`src/rtl/instr_byte_loader.sv`:
```
// instr_byte_loader: boot-path byte stream to instruction-word loader.
// A header byte gives the word count; each following group of bytes becomes one memory write.
module instr_byte_loader #(
    parameter int WORD_WIDTH = 32,
    parameter int DEPTH      = 8,
    parameter bit MSB_FIRST  = 1'b1,
    localparam int ADDR_W    = (DEPTH > 1) ? $clog2(DEPTH) : 1
) (
    input  logic                  clk,
    input  logic                  arst,
    input  logic                  byte_valid,
    input  logic [7:0]            byte_in,
    output logic                  mem_we,
    output logic [ADDR_W-1:0]     mem_addr,
    output logic [WORD_WIDTH-1:0] mem_wdata,
    output logic [7:0]            word_count,
    output logic                  busy,
    output logic                  done,
    output logic                  err_overflow
);

    localparam int          BYTES   = WORD_WIDTH / 8;
    localparam int          BI_W    = (BYTES > 1) ? $clog2(BYTES) : 1;
    localparam int unsigned DEPTH_U = DEPTH;

    typedef enum logic [1:0] {
        IDLE = 2'd0,
        LOAD = 2'd1,
        DONE = 2'd2
    } state_t;

    state_t                r_state;
    state_t                w_state_nxt;
    logic [WORD_WIDTH-1:0] r_asm;
    logic [BI_W-1:0]       r_byte_idx;
    logic [7:0]            r_word_idx;

    logic                  w_hdr;
    logic                  w_byte;
    logic                  w_word_end;
    logic                  w_last_word;
    logic [WORD_WIDTH-1:0] w_shifted;

    assign w_word_end  = (r_byte_idx == BI_W'(BYTES - 1));
    assign w_last_word = (r_word_idx == word_count - 8'd1);
    // New byte enters at the low end (MSB first) or at the high end (LSB first),
    // so after BYTES shifts the first byte sits in its final lane.
    assign w_shifted   = MSB_FIRST
                       ? ((r_asm << 8) | WORD_WIDTH'(byte_in))
                       : ((r_asm >> 8) | (WORD_WIDTH'(byte_in) << (WORD_WIDTH - 8)));
    assign busy        = (r_state == LOAD);

    // State register
    always_ff @(posedge clk or posedge arst) begin
        if (arst) begin
            r_state <= IDLE;
        end else begin
            r_state <= w_state_nxt;
        end
    end

    // Next state and per-cycle byte classification
    always_comb begin
        w_state_nxt = r_state;
        w_hdr       = 1'b0;
        w_byte      = 1'b0;
        unique case (r_state)
            IDLE, DONE: begin
                if (byte_valid) begin
                    w_hdr       = 1'b1;
                    w_state_nxt = (byte_in == 8'd0) ? DONE : LOAD;
                end
            end
            LOAD: begin
                if (byte_valid) begin
                    w_byte = 1'b1;
                    if (w_word_end && w_last_word) begin
                        w_state_nxt = DONE;
                    end
                end
            end
            default: w_state_nxt = IDLE;
        endcase
    end

    // Datapath: header capture, byte packing and the registered write port
    always_ff @(posedge clk or posedge arst) begin
        if (arst) begin
            r_asm        <= '0;
            r_byte_idx   <= '0;
            r_word_idx   <= '0;
            mem_we       <= 1'b0;
            mem_addr     <= '0;
            mem_wdata    <= '0;
            word_count   <= '0;
            done         <= 1'b0;
            err_overflow <= 1'b0;
        end else begin
            mem_we <= 1'b0;
            if (w_hdr) begin
                word_count   <= byte_in;
                r_word_idx   <= '0;
                r_byte_idx   <= '0;
                r_asm        <= '0;
                done         <= (byte_in == 8'd0);
                err_overflow <= (32'(byte_in) > DEPTH_U);
            end else if (w_byte) begin
                r_asm <= w_shifted;
                if (w_word_end) begin
                    mem_wdata  <= w_shifted;
                    mem_addr   <= ADDR_W'(r_word_idx);
                    // Words past the memory are swallowed to keep the stream framed.
                    mem_we     <= (32'(r_word_idx) < DEPTH_U);
                    r_byte_idx <= '0;
                    r_word_idx <= r_word_idx + 8'd1;
                    if (w_last_word) begin
                        done <= 1'b1;
                    end
                end else begin
                    r_byte_idx <= r_byte_idx + BI_W'(1);
                end
            end
        end
    end

endmodule

```
`config.mk`:
```
export PLATFORM = sky130hd
export DESIGN_NAME = instr_byte_loader
export DESIGN_NICKNAME = d
export VERILOG_FILES = /design/src/rtl/instr_byte_loader.sv
export SDC_FILE = /design/constraint.sdc
export NUM_CORES = 1
export LEC_CHECK = 0
export CORE_ASPECT_RATIO = 1.1
export CORE_MARGIN = 5
export CORE_UTILIZATION = 45
export CTS_CLUSTER_SIZE = 28
export DETAILED_ROUTE_END_ITERATION = 10
export GPL_ROUTABILITY_DRIVEN = 0
export GPL_TIMING_DRIVEN = 0
export MAX_ROUTING_LAYER = met4
export PLACE_DENSITY = 0.8
export SLEW_MARGIN = 15
export SYNTH_ARGS = -nofsm -noshare
export SYNTH_HDL_FRONTEND = slang
export SYNTH_SLANG_ARGS = --single-unit
```
`constraint.sdc`:
```
create_clock -name clk -period 2.5 [get_ports clk]
set_input_delay 0.5 -clock clk [delete_from_list [all_inputs] [get_ports clk]]
set_output_delay 0.5 -clock clk [all_outputs]
set_load 0.05 [all_outputs]
```
# Yosys cells after proc, flatten, opt, wreduce, memory -nomap -nowiden
# Cells that the tools add are included.
# W data, S select, Z words.
[totals] reg_bits=82 input_bits=11 wordCells=58
[op_classes] magnitude_cmp=2 add_sub_neg=3 n_bitwise=2 reduce_logical=11 eq_ne=7 n_mux=23
[ops] operator="$mux W24" n=2
[ops] operator="$or A32 B8 Y32" n=1
[ops] operator="$mux W8" n=3
[ops] operator="$mux W2" n=7
[ops] operator="$mux W1" n=10
[ops] operator="$reduce_and A3 Y1" n=3
[ops] operator="$add A8 B1 Y8 const B" n=1
[ops] operator="$eq A8 B8 Y1" n=1
[ops] operator="$gt A8 B4 Y1 const B" n=1
[ops] operator="$logic_not A8 Y1" n=1
[ops] operator="$lt A8 B4 Y1 const B" n=1
[ops] operator="$sub A8 B1 Y8 const B" n=1
[ops] operator="$reduce_bool A2 Y1" n=3
[ops] operator="$eq A2 B2 Y1 const B" n=2
[ops] operator="$ne A2 B2 Y1 const B" n=2
[ops] operator="$pmux W2 S2" n=1
[ops] operator="$add A2 B1 Y2 const B" n=1
[ops] operator="$eq A2 B1 Y1 const B" n=1
[ops] operator="$logic_not A2 Y1" n=1
[ops] operator="$ne A2 B1 Y1 const B" n=1
[ops] operator="$reduce_and A2 Y1" n=1
[ops] operator="$reduce_or A2 Y1" n=1
[ops] operator="$logic_and A1 B1 Y1" n=1
[ops] operator="$not A1 Y1" n=1

# Longest topological paths before layout
[depth] depth_word=6 ltp_mapped=8 ltp_nobuf=7

# Least setup slack after synthesis
# No wires, ideal clock.
[synth_path] path_kind="flip-flop to flip-flop" start="reg word_count[0]" end="reg r_state[0]" arrival_time_ns=2.141 stages_incl_launch_ff=9 required_time_ns=2.379 slack_ns=0.238 path_cell_list="dfrtp_1 inv_1 ha_1 clkbuf_1 and2b_1 or3_1 a31oi_1 o211ai_2 o22a_1"
[synth_via] elab_chain_cells=5
[synth_lines] item="from (decl)" line_no="16" rtl="output logic [7:0] word_count,"
[synth_lines] item="from (signal assigned)" line_no="101" rtl="word_count <= byte_in;"
[synth_lines] item="$sub A8 B1 Y8" line_no="45" rtl="assign w_last_word = (r_word_idx == word_count - 8'd1);"
[synth_lines] item="$eq A8 B8 Y1" line_no="45"
[synth_lines] item="$logic_and A1 B1 Y1" line_no="77" rtl="if (w_word_end && w_last_word) begin"
[synth_lines] item="$ne A2 B1 Y1 (no line)"
[synth_lines] item="$reduce_and A3 Y1 (no line)"
[synth_lines] item="to (signal assigned)" line_no="58" rtl="r_state <= w_state_nxt;"
[synth_lines] item="to (decl)" line_no="32" rtl="state_t r_state;"
# Every way passes these cells.
# A chain may end at the register's enable or synchronous reset.

# Worst setup path after layout
[layout_path] start="reg r_state[1]" end="out busy"
[layout_via] elab_chain_cells=1
[layout_lines] item="$eq A2 B1 Y1" line_no="51" rtl="assign busy = (r_state == LOAD);"
[layout_lines] item="to (decl)" line_no="17" rtl="output logic busy,"
# Every way passes these cells.

==> flow_summary.toml <==
[run_status]
status = "finished, final reports clean"

[timing]
tns_ns = 0
drv_slew = 0
max_slew_margin = 0.577
fin_ws_ns = 0.127
hold_viol = 0
rsz0062_at_grt = "no"
period_share = 0.949
period_needed_ns = 2.37
max_freq_ghz = 0.421
finClkSkew_ns = 0.0101
setup_viol = 0
worst_pin_slew_ns = 0.634

[clock_tree]
ctsResizeCount = 0
clock_latency_ns = 0.36
clk_pin_slew_worst_paths_ns = 0.09
cts.htree.levels = 3
clock_path_buffers = 2
holdBufCountCts = 0
tritoncts = "yes"
cts-buffers-inserted = 9
clock_sinks = 82
post-cts-setup-buffer-count = 0
cts-root-buf = "clkbuf_8"

[logic_synthesis]
synthSimpleGateAreaFrac = 0.263
ys_seq_elements = 82
async_reset_ff_frac = 1.00
synth.avg_cell_area_um2 = 8.82
synth.area.top_cells = "dfrtp_1, nand2_1, o21ai_0"
synth_xor_area_frac = 0.0321
syn-cell-area_um2 = 3540
yosysSeqAreaShare = 0.579
synth_most_common_cell = "nand2_1"
synth_top_cell_by_area = "dfrtp_1"
synth_top_area_frac = 0.579
yosysWarnings = 0
netlist_top_cells_count = "nand2_1, dfrtp_1, o21ai_0"
synth.area.mux_share = 0.00282
synthDistinctLibCells = 35
synth_fa_ha_area_frac = 0.0106
synthCells = 402
synth_top_family_by_area = "simple AND/OR/NAND/NOR gates"
synth_ff_type = "dfrtp_1"
synth-compound-area-share = 0.0844
synth_edf_count = 0
syn_nets = 416

[floorplan]
die-area_um2 = 9750
rows = 34
core-area_um2 = 7780
start_util = 0.455
num_io_pins = 58
die_h_um = 103
die_w_um = 94.6

[critical_path]
required_ns = 2.00
cp_max_fo = 5
critical_path_arrival_ns = 1.87
crit_type = "reg2out"
crit_path_end_kind = "output port"
crit_path_start_kind = "register"

[power_and_ir_drop]
vdd_drop_max_mv = 0.841
power.density_nw_per_um2 = 1390
p_leak_nw = 2.18

[final_layout]
insertedDiodeCount = 0
area_growth_syn_to_layout_pct = 28.1
layout.nets = 485
nFillCells = 659
fin_util = 0.583
drive_above_1_share = 0.0567

[detailed_routing]
vias = 2961
routed_via_density = 5.07
drc = 0
drt_iter0_drc = 207
finalWirelength_mm = 8.33
wl_per_cell_um = 14.3
firstDrtPassIters = 4
ant_nets = 0

[grt]
grt.overflow.total = 0
grt_pass1_wl_mm = 14.2
grt_max_degree = 35
antenna_found_initial = 0
grt_pass1_vias = 2927
grt_usage = 0.191

[placement]
io_buffer_count = 56
place_ws_ns = 0.0306
hpwl_mm = 6.08

[hold_path]
min_path_type = "reg2reg"

[job]
cap_violations = 0
## per-stage QoR
step / std cells / hold slack (ns) / cell area, um2 / power (W)
after floorplan: 402 / 0.439 / 3550 / 0.00413
after global placement: 566 / 0.452 / 4240 / 0.00506
after detailed placement: 568 / 0.462 / 4290 / 0.00515
after CTS: 584 / 0.481 / 4540 / 0.00633
after global routing: 584 / 0.511 / 4540 / 0.00665
final: 584 / 0.476 / 4540 / 0.00629
## critical path: stages, from the launching register on
cell,delay [ns]
dfrtp_1,0.40
and2b_1,0.29
clkdlybuf4s50_1,0.83
## cell families after synthesis
| logic type | count (synthesis) |
|---|---|
| fa+ha+maj | 3 |
| flops | 82 |
| compound gates | 51 |
| buf+inv | 26 |
| simple gates | 226 |
| xor+xnor | 13 |
| mux | 1 |
## routing by layer
metal	track usage	share of wire
met5	-	0
met4	0.0844	0.021
met3	0.0328	0.046
met2	0.301	0.49
met1	0.244	0.45
## cells in the final DEF, fill, tap and decap left out, drive strengths merged, types with 3 or more instances in the layout
master,n
nand4,4
clkdlybuf4s50,56
xor2,7
inv,5
ha,3
bufinv,3
nor2,7
nor2b,4
o21ai,33
a21oi,6
clkbuf,26
or3,6
buf,8
nor4,3
nand2,187
nor3,3
xnor2,6
dfrtp,82
## registers in the layout, summed over array words and instances (netlist names)
| name | cells |
|---|---|
| word_count | 8 |
| done | 1 |
| r_word_idx | 8 |
| r_asm | 24 |
| err_overflow | 1 |
| mem_addr | 3 |
| mem_we | 1 |
| r_byte_idx | 2 |
| r_state | 2 |
| mem_wdata | 32 |
## final cells by class
cell class | instances | area, um2 | area share
multi-input cells | 294 | 1390 | 0.307
inverters | 3 | 15.0 | 0.00331
clock buffers | 9 | 124 | 0.0273
plain buffers | 23 | 90.1 | 0.0198
well taps | 108 | 135 | 0.0298
flip-flops and latches | 82 | 2050 | 0.452
repair buffers | 58 | 608 | 0.134
clock inverters | 7 | 124 | 0.0273
## report_power, final
group | internal [W] | switching, W | total, W
clock | 0.000674 | 0.000508 | 0.00118
combinational | 0.000985 | 0.00199 | 0.00297
sequential | 0.00178 | 0.000360 | 0.00214
## path summary, 6_finish.rpt
path | from | endpoint | slack [ns] | depth (start not counted)
setup / recovery | r_state[1] | busy | 0.13 | 2
hold / removal | r_asm[16] | mem_wdata[24] | 0.48 | 2
setup reg to reg | word_count[0] | done | 0.32 | 8
hold reg to reg | r_asm[16] | mem_wdata[24] | 0.48 | 2
max in group asynchronous | arst | mem_wdata[6] | 1.36 | 3
min in group asynchronous | arst | mem_wdata[17] | 0.57 | 2
Note: power is estimated with default switching activity, not from simulation.
